**src/rtl/fetch_seq.sv**
```systemverilog
// Fetch/execute sequencer for the single-cycle RV core: fetches at the current PC over
// a req/rvalid handshake, then pulses exec_en once per instruction. Stops on ebreak or error.
module fetch_seq #(
    parameter int CPU_WIDTH = 32,
    parameter int TIMEOUT   = 255,
    parameter int CNT_WIDTH = 32
) (
    input  logic                 clk,
    input  logic                 rst,
    input  logic                 run_en,
    input  logic [CPU_WIDTH-1:0] pc,
    output logic                 imem_req,
    output logic [CPU_WIDTH-1:0] imem_addr,
    input  logic                 imem_rvalid,
    input  logic [31:0]          imem_rdata,
    output logic [31:0]          inst,
    output logic                 exec_en,
    output logic                 halted,
    output logic                 err,
    output logic [1:0]           err_code,
    output logic [CNT_WIDTH-1:0] retired
);
    localparam logic [2:0] S_IDLE = 3'd0;
    localparam logic [2:0] S_REQ  = 3'd1;
    localparam logic [2:0] S_EXEC = 3'd2;
    localparam logic [2:0] S_HALT = 3'd3;
    localparam logic [2:0] S_ERR  = 3'd4;

    localparam int          WC_W    = (TIMEOUT > 1) ? $clog2(TIMEOUT) : 1;
    localparam logic [WC_W-1:0] WC_LAST = WC_W'(TIMEOUT - 1);
    localparam logic [31:0] NOP     = 32'h0000_0013;
    localparam logic [31:0] EBREAK  = 32'h0010_0073;

    logic [2:0]           state_reg, state_next;
    logic [WC_W-1:0]      wait_cnt_reg;
    logic [31:0]          inst_reg;
    logic [1:0]           err_code_reg;
    logic [CNT_WIDTH-1:0] retired_reg;
    logic                 misaligned;
    logic                 timed_out;

    assign misaligned = (pc[1:0] != 2'b00);
    assign timed_out  = (wait_cnt_reg == WC_LAST);

    always_comb begin
        state_next = state_reg;
        case (state_reg)
            S_IDLE: begin
                if (run_en) state_next = misaligned ? S_ERR : S_REQ;
            end
            S_REQ: begin
                // A response in the last allowed cycle beats the timeout
                if (imem_rvalid)    state_next = S_EXEC;
                else if (timed_out) state_next = S_ERR;
            end
            S_EXEC:  state_next = (inst_reg == EBREAK) ? S_HALT : S_IDLE;
            S_HALT:  state_next = S_HALT;
            S_ERR:   state_next = S_ERR;
            default: state_next = S_IDLE;
        endcase
    end

    always_ff @(posedge clk) begin
        if (rst) begin
            state_reg    <= S_IDLE;
            wait_cnt_reg <= '0;
            inst_reg     <= NOP;
            err_code_reg <= 2'b00;
            retired_reg  <= '0;
        end else begin
            state_reg <= state_next;
            case (state_reg)
                S_IDLE: begin
                    wait_cnt_reg <= '0;
                    if (run_en && misaligned) err_code_reg <= 2'b01;
                end
                S_REQ: begin
                    if (imem_rvalid) begin
                        inst_reg <= imem_rdata;
                    end else if (timed_out) begin
                        err_code_reg <= 2'b10;
                    end else begin
                        wait_cnt_reg <= wait_cnt_reg + WC_W'(1);
                    end
                end
                S_EXEC:  retired_reg <= retired_reg + CNT_WIDTH'(1);
                default: ;
            endcase
        end
    end

    // Outputs decode straight from registered state; the address is zeroed outside REQ
    assign imem_req = (state_reg == S_REQ);
    assign exec_en  = (state_reg == S_EXEC);
    assign halted   = (state_reg == S_HALT);
    assign err      = (state_reg == S_ERR);
    assign inst     = inst_reg;
    assign err_code = err_code_reg;
    assign retired  = retired_reg;

    generate
        for (genvar gi = 0; gi < CPU_WIDTH; gi++) begin : g_addr
            assign imem_addr[gi] = pc[gi] & imem_req;
        end
    endgenerate
endmodule

```
**config.mk**
```make
export PLATFORM = sky130hd
export DESIGN_NAME = fetch_seq
export DESIGN_NICKNAME = d
export VERILOG_FILES = /design/src/rtl/fetch_seq.sv
export SDC_FILE = /design/constraint.sdc
export NUM_CORES = 1
export LEC_CHECK = 0
export ABC_AREA = 1
export CAP_MARGIN = 30
export CORE_UTILIZATION = 46
export CTS_CLUSTER_SIZE = 16
export DETAILED_ROUTE_END_ITERATION = 10
export GPL_TIMING_DRIVEN = 0
export PLACE_DENSITY_LB_ADDON = 0.05
export SLEW_MARGIN = 15
export SYNTH_ARGS = -nofsm -noshare
export SYNTH_HDL_FRONTEND = slang
export SYNTH_SLANG_ARGS = --single-unit
```
**constraint.sdc**
```tcl
create_clock -name clk -period 2.1 [get_ports clk]
set_input_delay 0.42 -clock clk [delete_from_list [all_inputs] [get_ports clk]]
set_output_delay 0.42 -clock clk [all_outputs]
set_load 0.02 [all_outputs]
```
Yosys cells after proc, flatten, opt, wreduce, memory -nomap -nowiden
Cells that the tools add are included.
{"block": "totals", "regBits": 77, "in_bits": 68, "output_inout_bits": 102}
{"block": "classes", "n_addsub": 2, "eq_ne": 12, "muxes": 13, "n_bitwise": 32, "reduce_logical": 8}
{"op": "$add A32 B1 Y32 const B", "n": 1}
{"op": "$and A1 B1 Y1", "n": 32}
{"op": "$eq A32 B21 Y1 const B", "n": 1}
{"op": "$mux W8", "n": 2}
{"op": "$pmux W8 S2", "n": 1}
{"op": "$pmux W3 S5", "n": 1}
{"op": "$mux W3", "n": 4}
{"op": "$add A8 B1 Y8 const B", "n": 1}
{"op": "$eq A8 B8 Y1 const B", "n": 1}
{"op": "$mux W2", "n": 4}
{"op": "$ne A2 B2 Y1 const B", "n": 4}
{"op": "$eq A3 B2 Y1 const B", "n": 2}
{"op": "$pmux W2 S2", "n": 1}
{"op": "$reduce_and A2 Y1", "n": 2}
{"op": "$reduce_and A4 Y1", "n": 1}
{"op": "$reduce_bool A2 Y1", "n": 2}
{"op": "$eq A3 B1 Y1 const B", "n": 1}
{"op": "$eq A3 B3 Y1 const B", "n": 1}
{"op": "$logic_not A3 Y1", "n": 1}
{"op": "$ne A3 B1 Y1 const B", "n": 1}
{"op": "$reduce_and A3 Y1", "n": 1}
{"op": "$ne A2 B1 Y1 const B", "n": 1}
{"op": "$logic_and A1 B1 Y1", "n": 1}

Depth between registers and ports, before layout
Gate-level depths: netlist of the first run.
{"block": "depth", "depth_word": 4, "ltp_mapped": 11}

Worst setup path after synthesis of the first run
No wires, ideal clock.
{"block": "synth_path", "path_type": "reg2reg", "start": "register retired_reg[0] (netlist: retired[0])", "end": "register retired_reg[28] (netlist: retired[28])", "arrival_time_ns": 1.465, "path_slack_ns": 0.525, "path_stages_with_launch": 11, "path_buffers": 0, "path_cell_list": "dfxtp_1 > ha_1 > nand3_1 > nor2_4 > nand3_2 > inv_2 > nand2_1 > nor2_1 > nand3_1 > nand2_1 > nor2_1"}
{"block": "synth_between", "elab_chain_len": 1}
{"item": "start, declared", "line_no": "38", "source": "logic [CNT_WIDTH-1:0] retired_reg;"}
{"item": "start signal, assigned", "line_no": "86", "source": "S_EXEC: retired_reg <= retired_reg + CNT_WIDTH'(1);"}
{"item": "$add A32 B1 Y32", "line_no": "86"}
Every way passes these cells.
A chain may end at the register's enable or synchronous reset.

Worst setup path in the final report of the first run
{"block": "layout_path", "start": "register state_reg[1]", "end": "output port imem_addr[27]"}
{"block": "layout_between", "elab_chain_len": 2}
{"item": "start, declared", "line_no": "34", "source": "logic [2:0] state_reg, state_next;"}
{"item": "start signal, assigned", "line_no": "71", "source": "state_reg <= state_next;"}
{"item": "$eq A3 B1 Y1", "line_no": "93", "source": "assign imem_req = (state_reg == S_REQ);"}
{"item": "$and A1 B1 Y1", "line_no": "103", "source": "assign imem_addr[gi] = pc[gi] & imem_req;"}
{"item": "end, declared", "line_no": "13", "source": "output logic [CPU_WIDTH-1:0] imem_addr,"}
Every way passes these cells.

==> metrics.md, run 1 <==
| Metric | Value |
|---|---|
| Cells after synthesis | `593` |
| Synth Area per Inst | `6.58 sq um` |
| Post-Syn Nets | `664` |
| Yosys warnings | `0` |
| Antenna violations before repair | `0` |
| Fin crit share | `97.0%` |
| Crit path time final | `2.04 ns` |
| Status | `finished clean` |
| Per-cell routed wire length | `13.3 microns` |
| Post-synth top area cell | `dfxtp_1` |
| CTS H-tree lvls | `3` |
| Synth Register Bits | `77` |
| Most frequent cells after synthesis | `nor2_1, inv_1, nand2_1` |
| Flop pwr share | `45.6%` |
| DP Area | `5720 sq um` |
| Arrival @ worst endpoint | `1.62 ns` |
| Mapped Area | `3900 sq um` |
| TritonCTS clock tree | `yes` |
| Clock Sinks | `77` |
| Slew headroom | `64.3%` |
| RD Place Congestion | `0.833` |
| Die Height | `94.1 microns` |
| Antenna cell count | `0` |
| # rows | `33` |
| Num CTS Buffers | `9` |
| Clk buf depth | `2` |
| Final ANT Viol Nets | `0` |
| Area fraction of the dominant cell type after synthesis | `39.5%` |
| Root Buffer | `clkbuf_8` |
| Ys async rst share | `0%` |
| Critical-path maximum fanout | `10` |
| 1st-iter DRT viols | `168` |
| Cell internal pwr | `2.51 mW` |
| First-pass GRT wire length | `18.6 mm` |
| Starting Density | `47.5%` |
| Post-DP HPWL | `9.15 mm` |
| Die footprint | `8860 sq um` |
| Sequential area share after synthesis | `39.5%` |
| Final wirelength | `11.7 mm` |
| Worst Path Buf+Inv | `2` |
| Comb pwr share | `14.8%` |
| Setup Crit Path Kind | `register to output pin` |
| Area grow syn2layout | `53.7%` |
| CP startpoint kind | `register` |
| Final hold vios | `0` |
| Psw | `810 uW` |
| WP data required | `1.68 ns` |
| Most frequent cell after synthesis | `nor2_1` |
| Pin count of the biggest net entering global routing | `13` |
| Setup Skew | `0.00952 ns` |
| Setup Viol. Count Final | `0` |
| Number of enable flip-flop cells after synthesis | `0` |
| Fin area | `6000 sq um` |
| Clock Power Share | `39.6%` |
| Fillers | `696` |
| GR Overflow Total | `0` |
| CP endpoint kind | `output pin` |
| Netlist cell types | `36` |
| LEAKAGE | `2.57 nW` |
| Tot GR Track Use | `27.0%` |
| Clk slew on worst S/H paths | `0.07 ns` |
| Largest cells by area after synthesis | `dfxtp_1, nor2_1, inv_1` |
| DR pass1 iterations | `5` |
| Vias/cell | `4.96` |
| Most used DFF post-synth | `dfxtp_1` |
| Layout cells sized above 1 | `11.6%` |
| CP max stage delay | `0.40 ns` |
| Post-CTS Setup Repair Bufs | `0` |
| Max Cap Violations | `0` |
| Count of input and output buffers | `168` |
| Worst Hold Class | `input port to register` |
| Slowest cell on crit path | `dfxtp_1` |
| Hold buffer count at cts | `0` |
| Fin. max-slew vios | `0` |
| Core area | `8220 sq um` |
| Nets@finish | `843` |
| Top Ports | `170` |
| DRC viols | `0` |
| VDD IR max | `0.383 mV` |
| Crit-path cells | `nor2_4, nand2_4, clkbuf_4, nor2_1, clkdlybuf4s15_2` |
| Fin Hold WS | `0.361 ns` |
| Die Wd | `94.1 microns` |
| Vias in the first global route | `4,178` |
| Clock Latency Late Sink | `0.36 ns` |
| Vias | `4,367` |
| Fmax | `0.491 GHz` |
| Worst slew pin tran | `0.536 ns` |
| Switching Fraction | `24.4%` |
| CP delay by family, top | `buffers and inverters` |
| Pwr per Cell Area | `554 nW/um^2` |
-- cell families (layout without fill, tap and decap cells) --
| kind of cell | count (synthesis) | after routing | share of synthesized area [%] |
|---|---|---|---|
| AOI/OAI and AO/OA | 99 | 99 | 13.5 |
| xor gates and xnor gates | 2 | 2 | 0.449 |
| adders and majority gates | 3 | 3 | 0.962 |
| buffers and inverters | 128 | 311 | 12.5 |
| DFF | 77 | 77 | 39.5 |
| and+or+nand+nor | 284 | 284 | 33.1 |
-- worst reg2reg max path, stage by stage (launching register included) --
cell and delay, ns:
dfxtp_1 0.43, ha_1 0.23, nand3_1 0.13, nor2_4 0.16, nand3_2 0.11, inv_2 0.11
nand2_1 0.08, o21ai_0 0.25, a21oi_1 0.09
-- cells in the final DEF, fill, tap and decap left out, types with 2 or more instances in the layout --
cell,Yosys,layout
nor3_1,10,9
nand4_1,15,15
o21a_1,2,2
nor3_2,3,3
clkbuf_1,10,8
clkdlybuf4s50_1,0,132
nor2_1,113,113
o21ai_0,34,34
inv_1,103,103
ha_1,3,3
clkbuf_8,0,9
nand2_2,5,4
bufinv_16,0,3
inv_2,8,8
dfxtp_2,0,2
nor2_2,5,4
nand3_1,29,29
buf_2,6,8
dfxtp_1,77,75
o21ai_1,13,13
nor2_4,5,6
dlygate4sd2_1,0,5
nand2_1,93,93
clkinv_2,0,2
clkdlybuf4s15_2,0,30
a21oi_1,42,42
-- area by class of cell --
class | instances | area (sq um) | share of cell area (%)
clock buffer | 10 | 128 | 2.13
sequential | 77 | 1540 | 25.7
timing repair buffer | 168 | 1710 | 28.5
tap | 105 | 131 | 2.19
clock inverter | 5 | 100 | 1.67
inverter | 111 | 417 | 6.94
multi-input combinational | 388 | 1890 | 31.6
buffer | 17 | 77.6 | 1.29
-- routing by layer --
metal,track usage (%),wire length (microns),vias up
met5,0,0,-
met4,10.3,312,0
met3,7.36,882,24
met2,47.5,5760,158
met1,30.9,4770,1970
li1,-,-,2215
-- metrics by stage --
step | std cells | setup TNS, ns | setup WS [ns] | power, mW | utilization (%)
floorplan | 593 | 0 | 0.525 | 1.77 | -
global placement | 866 | -0.0456 | -0.0220 | 2.03 | 69.6
detailed placement | 866 | -0.408 | -0.0410 | 2.04 | 69.6
CTS | 881 | 0 | 0.00530 | 3.33 | 73.0
global route | 881 | -0.0130 | -0.00458 | 3.43 | 73.0
finish | 881 | 0 | 0.0640 | 3.32 | 73.0
-- path summary, 6_finish.rpt --
path              depth (start not counted)  slack (ns)       endpoint         start
hold reg to reg                           2        0.47        inst[9]       inst[9]
hold / removal                            2        0.36   state_reg[0]           rst
setup / recovery                          5        0.06  imem_addr[27]  state_reg[1]
setup reg to reg                          8        0.40    retired[20]    retired[0]
-- power groups by stage --
| stage | clock, mW | combinational, mW | sequential, mW |
|---|---|---|---|
| 2_1_floorplan | 0 | 0.199 | 1.57 |
| 3_3_place_gp | 0 | 0.488 | 1.54 |
| 3_5_place_dp | 0 | 0.493 | 1.55 |
| 4_1_cts | 1.33 | 0.493 | 1.51 |
| 5_1_grt | 1.37 | 0.535 | 1.52 |
| 6_report | 1.32 | 0.492 | 1.52 |
-- timing repair --
action | 4_1_cts | 5_1_grt
gates resized for setup | 103 | 7
cloned | 0 | 0
setup endpoints to repair | 36 | 33
(Power assumes the default switching activity.)
==> inputs of run 2 (changes only) <==
--- a/config.mk
+++ b/config.mk
@@ -7,11 +7,13 @@
 export LEC_CHECK = 0
 export ABC_AREA = 1
 export CAP_MARGIN = 30
+export CORE_ASPECT_RATIO = 1.2
 export CORE_UTILIZATION = 46
 export CTS_CLUSTER_SIZE = 16
 export DETAILED_ROUTE_END_ITERATION = 10
 export GPL_TIMING_DRIVEN = 0
 export PLACE_DENSITY_LB_ADDON = 0.05
+export SKIP_CTS_REPAIR_TIMING = 1
 export SLEW_MARGIN = 15
 export SYNTH_ARGS = -nofsm -noshare
 export SYNTH_HDL_FRONTEND = slang
==> run 2 against run 1 <==
- routed wire length increased by 2.6%
- worst setup slack better by 0.011 ns
- design area increased by 0.19%
- highest routed layer unchanged
- worst hold slack better by 0.0069 ns
- largest power group unchanged
- critical path depth stayed put
==> metrics.md, run 2 (synthesis gave the netlist of run 1 again) <==
| Metric | Value |
|---|---|
| Per-cell routed wire length | `13.5 microns` |
| Die Wd | `86.1 microns` |
| Tot GR Track Use | `27.6%` |
| # rows | `36` |
| LEAKAGE | `3.02 nW` |
| CP startpoint kind | `register` |
| RD Place Congestion | `0.868` |
| Vias | `4,403` |
| DR pass1 iterations | `5` |
| Busiest grt layer | `met2` |
| Root Buffer | `clkbuf_8` |
| Count of input and output buffers | `168` |
| Switching Fraction | `24.8%` |
| GR Overflow Total | `0` |
| Clk slew on worst S/H paths | `0.08 ns` |
| Cell internal pwr | `2.56 mW` |
| Antenna cell count | `0` |
| Final ANT Viol Nets | `0` |
| Die footprint | `8860 sq um` |
| Final wirelength | `12.0 mm` |
| CP endpoint kind | `output pin` |
| Clock Latency Late Sink | `0.35 ns` |
| Pin count of the biggest net entering global routing | `14` |
| Nets@finish | `843` |
| Clk buf depth | `2` |
| Most frequent cells in the layout | `clkdlybuf4s50_1, nor2_1, inv_1` |
| Fmax | `0.494 GHz` |
| Setup Viol. Count Final | `0` |
| Psw | `846 uW` |
| Flop pwr share | `44.4%` |
| Fin crit share | `96.4%` |
| CP max stage delay | `0.38 ns` |
| Worst slew pin tran | `0.539 ns` |
| DRC viols | `0` |
| Die Height | `103 microns` |
| First-pass GRT wire length | `19.1 mm` |
| Pwr per Cell Area | `567 nW/um^2` |
| VDD IR max | `0.372 mV` |
| Util after Layout | `73.7%` |
| Crit-path cells | `nor2_4, nand2_4, clkbuf_2, nor2_1, dlymetal6s2s_1` |
| Post-DP HPWL | `9.30 mm` |
| Fin. max-slew vios | `0` |
| Clock Sinks | `77` |
| Comb pwr share | `14.5%` |
| Num CTS Buffers | `9` |
| Fin Hold WS | `0.368 ns` |
| Setup Skew | `0.0123 ns` |
| Arrival @ worst endpoint | `1.60 ns` |
| Max Cap Violations | `0` |
| Grt met2 use | `50.5%` |
| Top Ports | `170` |
| Starting Density | `47.9%` |
| Vias/cell | `4.94` |
| CTS H-tree lvls | `3` |
| Crit path time final | `2.02 ns` |
| M1 GR Usage | `31.0%` |
| Final hold vios | `0` |
| Layout cells sized above 1 | `8.75%` |
| Core area | `8150 sq um` |
| Total negative slack | `0 ns` |
| 1st-iter DRT viols | `160` |
| Antenna violations before repair | `0` |
| Clock Power Share | `41.0%` |
| Status | `finished clean` |
| WP data required | `1.68 ns` |
| GR Util met3 | `4.56%` |
| Vias in the first global route | `4,123` |
| Most common cell after layout, fill and taps aside | `clkdlybuf4s50_1` |
| Worst Hold Class | `input port to register` |
| Fillers | `701` |
| Slowest cell on crit path | `dfxtp_1` |
| Area grow syn2layout | `54.0%` |
| Critical-path maximum fanout | `10` |
| TritonCTS clock tree | `yes` |
| Setup Crit Path Kind | `register to output pin` |
| Slew headroom | `64.1%` |
## run 2: per-layer routing
metal / up-vias / share of wire [%]
met3: 30 / 5.0
met5: - / 0
met1: 2027 / 40
met2: 132 / 52
li1: 2214 / -
met4: 0 / 3.1
## run 2: cell type report
class / count / area [sq um] / share of cell area (%)
multi-input combinational: 388 / 1890 / 31.4
timing repair buffer: 168 / 1700 / 28.2
sequential: 77 / 1540 / 25.7
inverter: 111 / 417 / 6.93
tap: 114 / 143 / 2.37
clock buffer: 11 / 141 / 2.35
clock inverter: 5 / 106 / 1.77
buffer: 17 / 75.1 / 1.25
## run 2: worst paths after layout
kind | startpoint | end | slack, ns | cells after the start
max | state_reg[2] | imem_addr[10] | 0.08 | 5
min | rst | state_reg[0] | 0.37 | 2
max reg2reg | retired[0] | retired[28] | 0.42 | 10
min reg2reg | inst[11] | inst[11] | 0.47 | 2
## run 2: stage by stage
step,worst slack (ns),total power [mW],cells,cell area (sq um)
after floorplan,0.525,1.77,593,3900
after global placement,-0.0942,2.03,875,5730
after detailed placement,-0.109,2.04,875,5730
after CTS,-0.491,3.42,891,5970
after global routing,-0.0169,3.53,891,6010
final,0.0752,3.41,891,6010
## run 2: power groups by stage
stage / Sequential (mW) / Clock, mW / Combinational, mW
6_report: 1.51 / 1.40 / 0.495
5_1_grt: 1.52 / 1.47 / 0.539
4_1_cts: 1.51 / 1.41 / 0.502
3_5_place_dp: 1.54 / 0 / 0.497
3_3_place_gp: 1.54 / 0 / 0.491
2_1_floorplan: 1.57 / 0 / 0.199
## run 2: worst max-delay path, delay by kind of cell (launching register included)
kind	cells	cell delay, ns
buffers and inverters	2	0.44
AND/OR/NAND/NOR	3	0.43
flip-flops	1	0.38
==> RTL edit, RTL diff (flow settings as in run 1) <==
Change the parameter `CNT_WIDTH` from 32 to 28.
--- a/src/rtl/fetch_seq.sv
+++ b/src/rtl/fetch_seq.sv
@@ -4,5 +4,5 @@
     parameter int CPU_WIDTH = 32,
     parameter int TIMEOUT   = 255,
-    parameter int CNT_WIDTH = 32
+    parameter int CNT_WIDTH = 28
 ) (
     input  logic                 clk,
Interface: changed (resized retired); port bits go from 170 to 166. No check against the original RTL was run, so the function may have changed too.
==> RTL edit against run 1 <==
Sequential cell count down 4. Cell area down 7.3%. Total power up 2.0%. Worst setup slack better by 0.014 ns. Wire length down 6.2%. Area after synthesis down 6.0%. Die area down 5.9%. Maximum frequency up 0.69%.
==> RTL edit: results (changes against run 1) <==
----------------------------------------------------
[Synth]
  Post-synth cell types ... 31 (-14%)
  Yosys warning total ... 0 (unchanged)
  Dominant cells by area after synthesis ... sky130_fd_sc_hd__dfxtp_1 (40%), sky130_fd_sc_hd__inv_1 (11%), sky130_fd_sc_hd__nand2_1 (9.5%), sky130_fd_sc_hd__nor2_1 (8.2%), sky130_fd_sc_hd__a21oi_1 (7.4%)
  Net count after synthesis ... 625 (-5.9%)
  Leading post-synthesis cells by instance count ... sky130_fd_sc_hd__inv_1 (110), sky130_fd_sc_hd__nand2_1 (93), sky130_fd_sc_hd__nor2_1 (80), sky130_fd_sc_hd__dfxtp_1 (73), sky130_fd_sc_hd__a21oi_1 (54)
  FFs w/ async S/R, synth ... 0% (unchanged)
  Primary FF master, synth ... sky130_fd_sc_hd__dfxtp_1
  Sequential share of the synthesized area ... 39.84% (+0.34 points)

[Min path]
  Worst hold path class ... reg2reg

[Route]
  Wire length on met3 ... 697 µm (-21%)
  Number of optimization iterations in the first detailed-route pass ... 4 (-1)
  Top Layer Used ... met4
  Met1 layer wirelength in the final routing ... 4527 µm (-5.1%)
  Post-Route WL ... 11000 µm (-6.2%)
  Met2 Wirelength ... 5523 µm (-4.1%)
  Via count of the routed design ... 4096 (-6.2%)
  Violation count after the first detailed-route iteration ... 182 (+8.3%)

[GRT]
  Overall track demand over capacity in global routing ... 26.83% (-0.16 points)
  First-pass GRT wire length ... 17900 µm (-4.0%)
  Number of global-route vias before repair ... 3892 (-6.8%)
  Pin count of the biggest net entering global routing ... 14 (+1)
  Number of antenna violations at the first check in global routing ... 0 (unchanged)

[STA]
  Layout Skew ... 0.01230 ns (+0.002787 ns)
  Max_slew headroom ... 61.33% (-3.0 points)

[Clocking]
  Latest clock arrival within the worst-skew pair ... about 0.35 ns
  Count of H-tree levels built during CTS ... 3 (unchanged)
  Clock-pin slew reported for the worst setup and hold paths after clock tree synthesis ... approximately 0.08 ns
  Buffer levels on the longest clock path ... 2 (unchanged)
  Library cell used as clock root buffer ... sky130_fd_sc_hd__clkbuf_8
  Number of buffers added by the clock tree synthesis step ... 9 (unchanged)

[Pwr]
  Switching portion of total power ... 26.08% (+1.7 points)
  Leakage power figure ... 2.510 nW (-2.5%)
  Worst IR Drop VDD ... 358.3 µV (-6.5%)

[Finish]
  Filler Cell Count ... 614 (-12%)
  Antenna Diode Count ... 0 (unchanged)
  Max reg flops ... 32
  Total number of nets in the final design ... 801 (-5.0%)
  Share of post-route cells with drive strength above 1 ... 10.61% (-0.99 points)

[Status]
  Run status ... finished, final reports clean

[Worst setup path]
  Arrival time at the worst endpoint ... 1.60 ns (-0.02 ns)
  Worst-path fanout max ... 5 (-5)

[Floorplan]
  Number of rows created at floorplan ... 32 (-3.0%)

[Placement]
  Port Buffers ... 165 (-1.8%)
  Post-DP HPWL ... 8514 µm (-6.9%)
  Routability Congestion ... 0.8437 (+1.2%)

----------------------------------------------------
-- RTL edit: changes by cell type in the layout (fill, tap and decap cells not counted), sizes merged, moves of 8 or more --
cell                  run 1  this run
a21oi                    43        55
clkbuf                   19        49
clkdlybuf4s15            30         2
nand4                    15         7
nor2                    124        87
-- RTL edit: cell type report --
class	instances	area (µm²)	share of cell area, %
Clock inverter	6	115.1	2.069
Timing Repair Buffer	165	1504	27.04
Inverter	117	441.7	7.940
Clock buffer	10	137.6	2.474
Multi-Input combinational cell	348	1705	30.66
Sequential cell	73	1463	26.29
Buffer	16	68.82	1.237
Tap cell	102	127.6	2.294
-- RTL edit: worst paths after layout --
kind | from | end | slack (ns) | depth (start not counted)
hold / removal | err_code[1]$_SDFFE_PP0P_ | err_code[1]$_SDFFE_PP0P_ | 0.47 | 2
setup / recovery | state_reg[0]$_SDFFE_PP0P_ | halted | 0.08 | 3
setup reg to reg | retired[0]$_SDFFE_PP0P_ | retired[26]$_SDFFE_PP0P_ | 0.42 | 11
hold reg to reg | err_code[1]$_SDFFE_PP0P_ | err_code[1]$_SDFFE_PP0P_ | 0.47 | 2
-- RTL edit: repair_timing --
item,4_1_cts,5_1_grt
gates resized for setup,46,53
setup buffers,0,0
endpoints found under the setup margin,36,30
hold buffers,0,0
-- RTL edit: through the flow --
stage	cell area [µm²]	total power, mW	instances	setup slack (ns)
after CTS	5672	3.410	837	-0.001164
after global routing	5563	3.529	837	0.005017
after floorplan	3669	1.760	554	0.4713
after global placement	5448	2.053	821	-0.01823
final	5563	3.389	837	0.07800
after detailed placement	5448	2.066	821	-0.1005
-- RTL edit: kinds of logic after synthesis --
| family | Yosys count | synth area share, % |
|---|---|---|
| DFF | 73 | 39.84 |
| adders and majority gates | 3 | 1.023 |
| buffers and inverters | 133 | 13.81 |
| AOI/OAI and AO/OA | 99 | 13.78 |
| xor gates and xnor gates | 3 | 0.7164 |
| and+or+nand+nor | 243 | 30.83 |
-- RTL edit: metal layers --
metal | global-route usage, % | vias up
met5 | 0 | -
met2 | 49.81 | 139
met1 | 29.95 | 1868
met3 | 4.355 | 21
met4 | 11.77 | 0
li1 | - | 2068
-- RTL edit: critical path: stages, from the launching register on --
cell	delay, ns
sky130_fd_sc_hd__dfxtp_1	0.48
sky130_fd_sc_hd__inv_2	0.11
sky130_fd_sc_hd__nor3_1	0.27
sky130_fd_sc_hd__dlygate4sd2_1	0.39
-- RTL edit: power groups by stage --
| stage | combinational (mW) | sequential, mW | clock [mW] |
|---|---|---|---|
| after CTS | 0.573 | 1.45 | 1.39 |
| after global routing | 0.621 | 1.45 | 1.46 |
| after global placement | 0.577 | 1.48 | 0 |
| final | 0.568 | 1.45 | 1.37 |
| after floorplan | 0.247 | 1.51 | 0 |
| after detailed placement | 0.589 | 1.48 | 0 |
